`config.mk`:
```
export PLATFORM = sky130hd
export DESIGN_NAME = pcc_vector_assembler_flat
export DESIGN_NICKNAME = d
export VERILOG_FILES = /design/src/rtl/pcc_pkg.sv /design/src/rtl/pcc_vector_assembler_if.sv /design/src/rtl/pcc_feat_binarizer.sv /design/src/rtl/pcc_vector_assembler.sv /design/src/flat_wrapper.sv
export SDC_FILE = /design/constraint.sdc
export NUM_CORES = 1
export LEC_CHECK = 0
export BUFFER_PORTS_ARGS = -buffer_cell sky130_fd_sc_hd__buf_4
export CAP_MARGIN = 20
export CORE_MARGIN = 5
export CORE_UTILIZATION = 53
export CTS_CLUSTER_DIAMETER = 50
export CTS_CLUSTER_SIZE = 24
export DETAILED_ROUTE_END_ITERATION = 6
export PLACE_DENSITY = 0.82
export REMOVE_ABC_BUFFERS = 1
export SETUP_SLACK_MARGIN = 0.2
export SYNTH_ARGS = -nofsm -noshare
export SYNTH_HDL_FRONTEND = slang
export SYNTH_HIERARCHICAL = 1
export SYNTH_SLANG_ARGS = --single-unit
```
`constraint.sdc`:
```
create_clock -name clk -period 3.3 [get_ports clk]
set_clock_uncertainty 0.1 [all_clocks]
set_input_delay 0.33 -clock clk [delete_from_list [all_inputs] [get_ports clk]]
set_output_delay 0.33 -clock clk [all_outputs]
set_load 0.01 [all_outputs]
```
`src/rtl/pcc_pkg.sv`:
```
// pcc_pkg: shared constants, FSM state type, per-feature thresholds and the
// binarization helper for the popcount-compare (pcc) producer and evaluator.
package pcc_pkg;

    localparam int unsigned N_POS_DEF  = 6;
    localparam int unsigned N_NEG_DEF  = 9;
    localparam int unsigned FEAT_W_DEF = 8;
    localparam int unsigned F_DEF      = N_POS_DEF + N_NEG_DEF;
    localparam int unsigned IDX_W_DEF  = $clog2(F_DEF);

    typedef enum logic {ST_COLLECT, ST_PRESENT} state_e;

    // Per-feature thresholds, indexed by position in the frame.
    // Entry 5 is all-ones, so only an all-ones sample binarizes to 1 there.
    localparam logic [FEAT_W_DEF-1:0] THRESH [F_DEF] = '{
        8'h10, 8'h20, 8'h40, 8'h80, 8'h01, 8'hFF,
        8'h7F, 8'h33, 8'hC0, 8'h05, 8'hAA, 8'h55, 8'hFE, 8'h90, 8'h02
    };

    // Unsigned compare against the threshold of feature idx; out-of-range idx gives 0.
    function automatic logic feat_bit(input logic [FEAT_W_DEF-1:0] value,
                                      input logic [IDX_W_DEF-1:0]  idx);
        if (32'(idx) >= F_DEF) return 1'b0;
        return value >= THRESH[idx];
    endfunction

endpackage

```
`src/rtl/pcc_vector_assembler_if.sv`:
```
// pcc_vector_assembler_if: sample stream in, vector pair out.
//   in_valid/in_ready/in_feat/in_last : serial feature samples from upstream
//   out_valid/out_ready/pos_o/neg_o   : completed vector pair to the evaluator
//   err_o                             : framing error pulse
// master = upstream/evaluator side, slave = assembler side.
interface pcc_vector_assembler_if
    import pcc_pkg::*;
#(
    parameter int unsigned N_POS  = N_POS_DEF,
    parameter int unsigned N_NEG  = N_NEG_DEF,
    parameter int unsigned FEAT_W = FEAT_W_DEF
);
    logic              in_valid;
    logic              in_ready;
    logic [FEAT_W-1:0] in_feat;
    logic              in_last;
    logic              out_valid;
    logic              out_ready;
    logic [N_POS-1:0]  pos_o;
    logic [N_NEG-1:0]  neg_o;
    logic              err_o;

    modport master (
        output in_valid, in_feat, in_last, out_ready,
        input  in_ready, out_valid, pos_o, neg_o, err_o
    );

    modport slave (
        input  in_valid, in_feat, in_last, out_ready,
        output in_ready, out_valid, pos_o, neg_o, err_o
    );
endinterface

```
`src/rtl/pcc_feat_binarizer.sv`:
```
// pcc_feat_binarizer: combinational thresholding of one raw feature sample.
//   feat_i : raw unsigned sample
//   idx_i  : feature position within the frame
//   bit_o  : 1 when feat_i >= THRESH[idx_i]
module pcc_feat_binarizer
    import pcc_pkg::*;
(
    input  logic [FEAT_W_DEF-1:0] feat_i,
    input  logic [IDX_W_DEF-1:0]  idx_i,
    output logic                  bit_o
);
    assign bit_o = feat_bit(feat_i, idx_i);
endmodule

```
`src/rtl/pcc_vector_assembler.sv`:
```
// pcc_vector_assembler: collects F = N_POS+N_NEG serial samples, binarizes each
// against its threshold and presents the packed pos/neg vectors over valid/ready.
//   clk : clock, rising edge
//   rst : synchronous active-high reset
//   bus : pcc_vector_assembler_if.slave (sample input, vector output, err_o)
// Optional: define PCC_FRAME_CHECK_EN to check in_last against the sample count;
// otherwise in_last is ignored and err_o is tied 0.
module pcc_vector_assembler
    import pcc_pkg::*;
#(
    parameter int unsigned N_POS  = N_POS_DEF,
    parameter int unsigned N_NEG  = N_NEG_DEF,
    parameter int unsigned FEAT_W = FEAT_W_DEF
) (
    input logic                   clk,
    input logic                   rst,
    pcc_vector_assembler_if.slave bus
);
    localparam int unsigned F     = N_POS + N_NEG;
    localparam int unsigned IDX_W = $clog2(F);

    state_e           state_q, state_d;
    logic [IDX_W-1:0] idx_q, idx_d;
    logic [N_POS-1:0] pos_q, pos_d;
    logic [N_NEG-1:0] neg_q, neg_d;
    logic             err_q, err_d;
    logic             feat_bit_w;
    logic             last_sample;

    pcc_feat_binarizer u_binarizer (
        .feat_i (bus.in_feat),
        .idx_i  (idx_q),
        .bit_o  (feat_bit_w)
    );

    assign last_sample = (idx_q == IDX_W'(F - 1));

    always_comb begin
        state_d = state_q;
        idx_d   = idx_q;
        pos_d   = pos_q;
        neg_d   = neg_q;
        err_d   = 1'b0;
        case (state_q)
            ST_COLLECT: begin
                if (bus.in_valid) begin
                    for (int i = 0; i < N_POS; i++) begin
                        if (idx_q == IDX_W'(i)) pos_d[i] = feat_bit_w;
                    end
                    for (int j = 0; j < N_NEG; j++) begin
                        if (idx_q == IDX_W'(N_POS + j)) neg_d[j] = feat_bit_w;
                    end
                    if (last_sample) begin
                        state_d = ST_PRESENT;
                        idx_d   = '0;
                    end else begin
                        idx_d = idx_q + IDX_W'(1);
                    end
`ifdef PCC_FRAME_CHECK_EN
                    // Early in_last aborts the frame; a missing in_last is flagged
                    // but the frame still goes out because the count is authoritative.
                    if (bus.in_last && !last_sample) begin
                        err_d = 1'b1;
                        pos_d = '0;
                        neg_d = '0;
                        idx_d = '0;
                    end else if (!bus.in_last && last_sample) begin
                        err_d = 1'b1;
                    end
`endif
                end
            end
            ST_PRESENT: begin
                // Vectors hold while stalled; cleared on the handshake.
                if (bus.out_ready) begin
                    state_d = ST_COLLECT;
                    pos_d   = '0;
                    neg_d   = '0;
                end
            end
            default: state_d = ST_COLLECT;
        endcase
    end

    always_ff @(posedge clk) begin
        if (rst) begin
            state_q <= ST_COLLECT;
            idx_q   <= '0;
            pos_q   <= '0;
            neg_q   <= '0;
            err_q   <= 1'b0;
        end else begin
            state_q <= state_d;
            idx_q   <= idx_d;
            pos_q   <= pos_d;
            neg_q   <= neg_d;
            err_q   <= err_d;
        end
    end

    assign bus.in_ready  = (state_q == ST_COLLECT);
    assign bus.out_valid = (state_q == ST_PRESENT);
    assign bus.pos_o     = pos_q;
    assign bus.neg_o     = neg_q;

`ifdef PCC_FRAME_CHECK_EN
    assign bus.err_o = err_q;
`else
    logic unused_frame_check;
    assign unused_frame_check = bus.in_last ^ err_q;
    assign bus.err_o          = 1'b0;
`endif

endmodule

```
`src/flat_wrapper.sv`:
```
// flat-port wrapper written by rule: the top's interface ports become plain ports
module pcc_vector_assembler_flat import pcc_pkg::*;
#(
    parameter int unsigned N_POS  = N_POS_DEF,
    parameter int unsigned N_NEG  = N_NEG_DEF,
    parameter int unsigned FEAT_W = FEAT_W_DEF
)
  (clk, rst, bus_in_valid, bus_in_feat, bus_in_last, bus_out_ready, bus_in_ready, bus_out_valid, bus_pos_o, bus_neg_o, bus_err_o);
  pcc_vector_assembler_if #(.N_POS(N_POS), .N_NEG(N_NEG), .FEAT_W(FEAT_W)) bus_i ();
  input logic clk;
  input logic rst;
  input wire logic [$bits(bus_i.in_valid)-1:0] bus_in_valid;
  input wire logic [$bits(bus_i.in_feat)-1:0] bus_in_feat;
  input wire logic [$bits(bus_i.in_last)-1:0] bus_in_last;
  input wire logic [$bits(bus_i.out_ready)-1:0] bus_out_ready;
  output wire logic [$bits(bus_i.in_ready)-1:0] bus_in_ready;
  output wire logic [$bits(bus_i.out_valid)-1:0] bus_out_valid;
  output wire logic [$bits(bus_i.pos_o)-1:0] bus_pos_o;
  output wire logic [$bits(bus_i.neg_o)-1:0] bus_neg_o;
  output wire logic [$bits(bus_i.err_o)-1:0] bus_err_o;
  assign bus_i.in_valid = bus_in_valid;
  assign bus_i.in_feat = bus_in_feat;
  assign bus_i.in_last = bus_in_last;
  assign bus_i.out_ready = bus_out_ready;
  assign bus_in_ready = bus_i.in_ready;
  assign bus_out_valid = bus_i.out_valid;
  assign bus_pos_o = bus_i.pos_o;
  assign bus_neg_o = bus_i.neg_o;
  assign bus_err_o = bus_i.err_o;
  pcc_vector_assembler #(.N_POS(N_POS), .N_NEG(N_NEG), .FEAT_W(FEAT_W)) u_core (.clk(clk), .rst(rst), .bus(bus_i));
endmodule
```
==> metrics <==
Reg power frac=0.455; initial antenna violation count=0; CTS Buffer Depth=2; worst slack at placement=0.393 ns; Die Span Y=60.7 um; post-synthesis sequential element count=20; power share of the clock group=0.368; startpoint types=flop; Die ar.=3690 um2; Gate Count Post-Synth=166; worst skew pair latency=0.30 ns; Switching Power=0.134 mW; Fill cells=221; final RePlAce weighted congestion=0.793; TritonCTS clock tree=done; flop2flop setup slack=0.55 ns; Rel. slew slack=0.306; Worst Hold Class=in -> reg; largest net degree at the start of global routing=32; post-CTS sizing=0; leak pwr=0.765 nW; first-pass GRT wire length=4700 um; final hold violation count=0; Post-Syn Area per Cell=8.22 um2; min-delay src=rst; Int Pwr=0.411 mW; layout cell share with drive strength beyond 1=0.228; setup ws final=0.551 ns; CP delay by family, top=compound AO/OA/AOI/OAI gates; # nets final=220; TritonCTS buffer count=3; Buf/Inv on CP=1; hold path depth=2; class of the most critical setup path=reg -> reg; Synth warnings=6; # hold bufs at CTS=0; metal2 WL=1450 um; commonest cells in the netlist=32 x nand2_1, 20 x a21oi_1, 20 x dfxtp_1, 16 x mux2i_1, 13 x ha_1; IO buf count=28; Worst Hold Path EP=u_core/idx_q[3]; worst reg2reg startpoint=u_core/idx_q[1]; Post-synth EDFFs=0; final setup vio count=0; # Max-Cap Violations=0; clock transition at the registers of the reported paths=0.12 ns; RSZ-0062 raised after global routing=false; top cells by area, synth=dfxtp_1 29%, ha_1 12%, mux2i_1 12%, nand2_1 8.8%, a21oi_1 7.3%; # H-tree levels=1; PwrDens=331 nW/um2; Slowest cell on crit path=dfxtp_1; DRC violations left=0; peak supply drop=0.000341 V; clock sinks=20; Crit. End Element=flop; Synth Cell Area=1360 um2; Top-Level Pins=31; Congestion Overflow GR=0; minimum clock period=2.75 ns; M1 WL=1250 um; critical path cell sequence=inv_1 -> ha_1 -> nand2_1 -> nand2_1 -> a21oi_1 -> ha_1 -> o21a_1 -> o2111ai_1 -> nor3_1 -> a211o_1 -> nand2b_1 -> nand2b_2 -> mux2i_1; Fmax=0.364 GHz; post-DP HPWL=2200 um; CP required=3.39 ns; first drt pass iteration count=4; ANT nets after route=0; Netlist cell types=34; postcts setup bufs=0; worst hold slack=0.123 ns; TNS Setup=0 ns; DR iter-0 viols=74; met3 WL=154 um; largest area contributor in the netlist=dfxtp_1; Least-Margin Pin Slew=1.04 ns; run status=completed; share of power burned in combinational logic=0.177; max incr delay on CP=0.37 ns; area share of the largest cell type after synthesis=0.294; fraction of registers with async set/reset=0; Die W=60.7 um; Wirelength per Cell=12.8 um; GRT Total Usage=0.164; WL final=2860 um; count leader, synth=nand2_1; CTS root buf=clkbuf_4; path depth of the worst reg2reg path=13; top layer reached by signal wires=met3; Max Slew Vio Count=0; period utilization=0.833; top_reg_cell synth=dfxtp_1; ANT cells=0; row count=18; initial core utilization=0.551; Avg Vias per Cell=5.56; vias in the first global route=1169; CORE AREA=2480 um2; Pwr Total=0.545 mW; Crit Path Max Fanout=14; Critical Path AT=2.84 ns; routed via count=1239; switch share=0.246; reg-to-reg critical path endpoint=u_core/bus.neg_o[5]; Seq/Total Area, Yosys=0.294; area grow syn2layout=20.9%
## through the flow
step | utilization | instance area, um2 | std cells
floorplan | - | 1310 | 156
global placement | 0.643 | 1590 | 219
detailed placement | 0.643 | 1590 | 219
CTS | 0.665 | 1650 | 223
global route | 0.666 | 1650 | 223
finish | 0.666 | 1650 | 223
## cells in the final DEF, fill, tap and decap left out, drive strengths merged
cell,count
nor3b,3
a311o,1
nand4,3
clkbuf,3
and2b,1
nand3,6
a2111oi,1
nor4b,1
inv,6
nand4b,2
a211o,1
nor3,2
mux2i,16
o21ai,5
and4bb,1
buf,33
o21a,1
nand2,32
nor2,7
conb,1
a21o,1
o2111ai,1
or3b,1
a21oi,20
o21ba,1
bufinv,1
dfxtp,20
ha,13
nand2b,4
nor2b,3
a211oi,2
## per-layer routing
metal	vias up	track usage
li1	633	-
met1	573	0.194
met2	33	0.292
met3	0	0.0340
met4	0	0.0588
met5	-	0
## worst max-delay path by stage
stage | cells after the start | slack [ns] | startpoint | end
after detailed placement | 13 | 0.39 | u_core/idx_q[1] | u_core/bus.neg_o[6]
after CTS | 13 | 0.38 | u_core/idx_q[1] | u_core/bus.neg_o[6]
final | 13 | 0.55 | u_core/idx_q[1] | u_core/bus.neg_o[5]
after floorplan | 11 | 0.34 | u_core/idx_q[3] | u_core/bus.neg_o[0]
after global placement | 12 | 0.51 | u_core/idx_q[1] | u_core/bus.neg_o[7]
after global routing | 12 | 0.39 | u_core/idx_q[0] | u_core/bus.neg_o[6]
## state kept, by name, summed over array words and instances, names as in the netlist
name                  flops
u_core/bus.out_valid      1
u_core/bus.neg_o          9
u_core/idx_q              4
u_core/bus.pos_o          6
## area by class of cell
cell class	count	area, um2	share of cell area
Sequential cell	20	400	0.243
Tap cell	30	37.5	0.0228
Multi-Input combinational cell	130	888	0.539
Inverter	6	22.5	0.0137
Clock buffer	3	22.5	0.0137
Clock inverter	1	30.0	0.0182
Timing Repair Buffer	33	248	0.150
## kinds of logic (layout without fill, tap and decap cells)
kind of cell | after synthesis | after routing | synth area share
AO/OA/AOI/OAI | 34 | 34 | 0.161
buffers and inverters | 16 | 43 | 0.0569
multiplexers | 16 | 16 | 0.117
AND/OR/NAND/NOR | 66 | 66 | 0.249
other | 1 | 1 | 0.00275
flip-flops | 20 | 20 | 0.294
adder cells (fa/ha/maj) | 13 | 13 | 0.119
## power by group through the flow
stage	clock network, mW	logic, mW	registers, mW
floorplan	0	0.0559	0.259
global placement	0	0.0903	0.253
detailed placement	0	0.0947	0.253
CTS	0.206	0.0958	0.248
global route	0.217	0.108	0.249
finish	0.201	0.0966	0.248
Power figures use the tool's default switching activity.
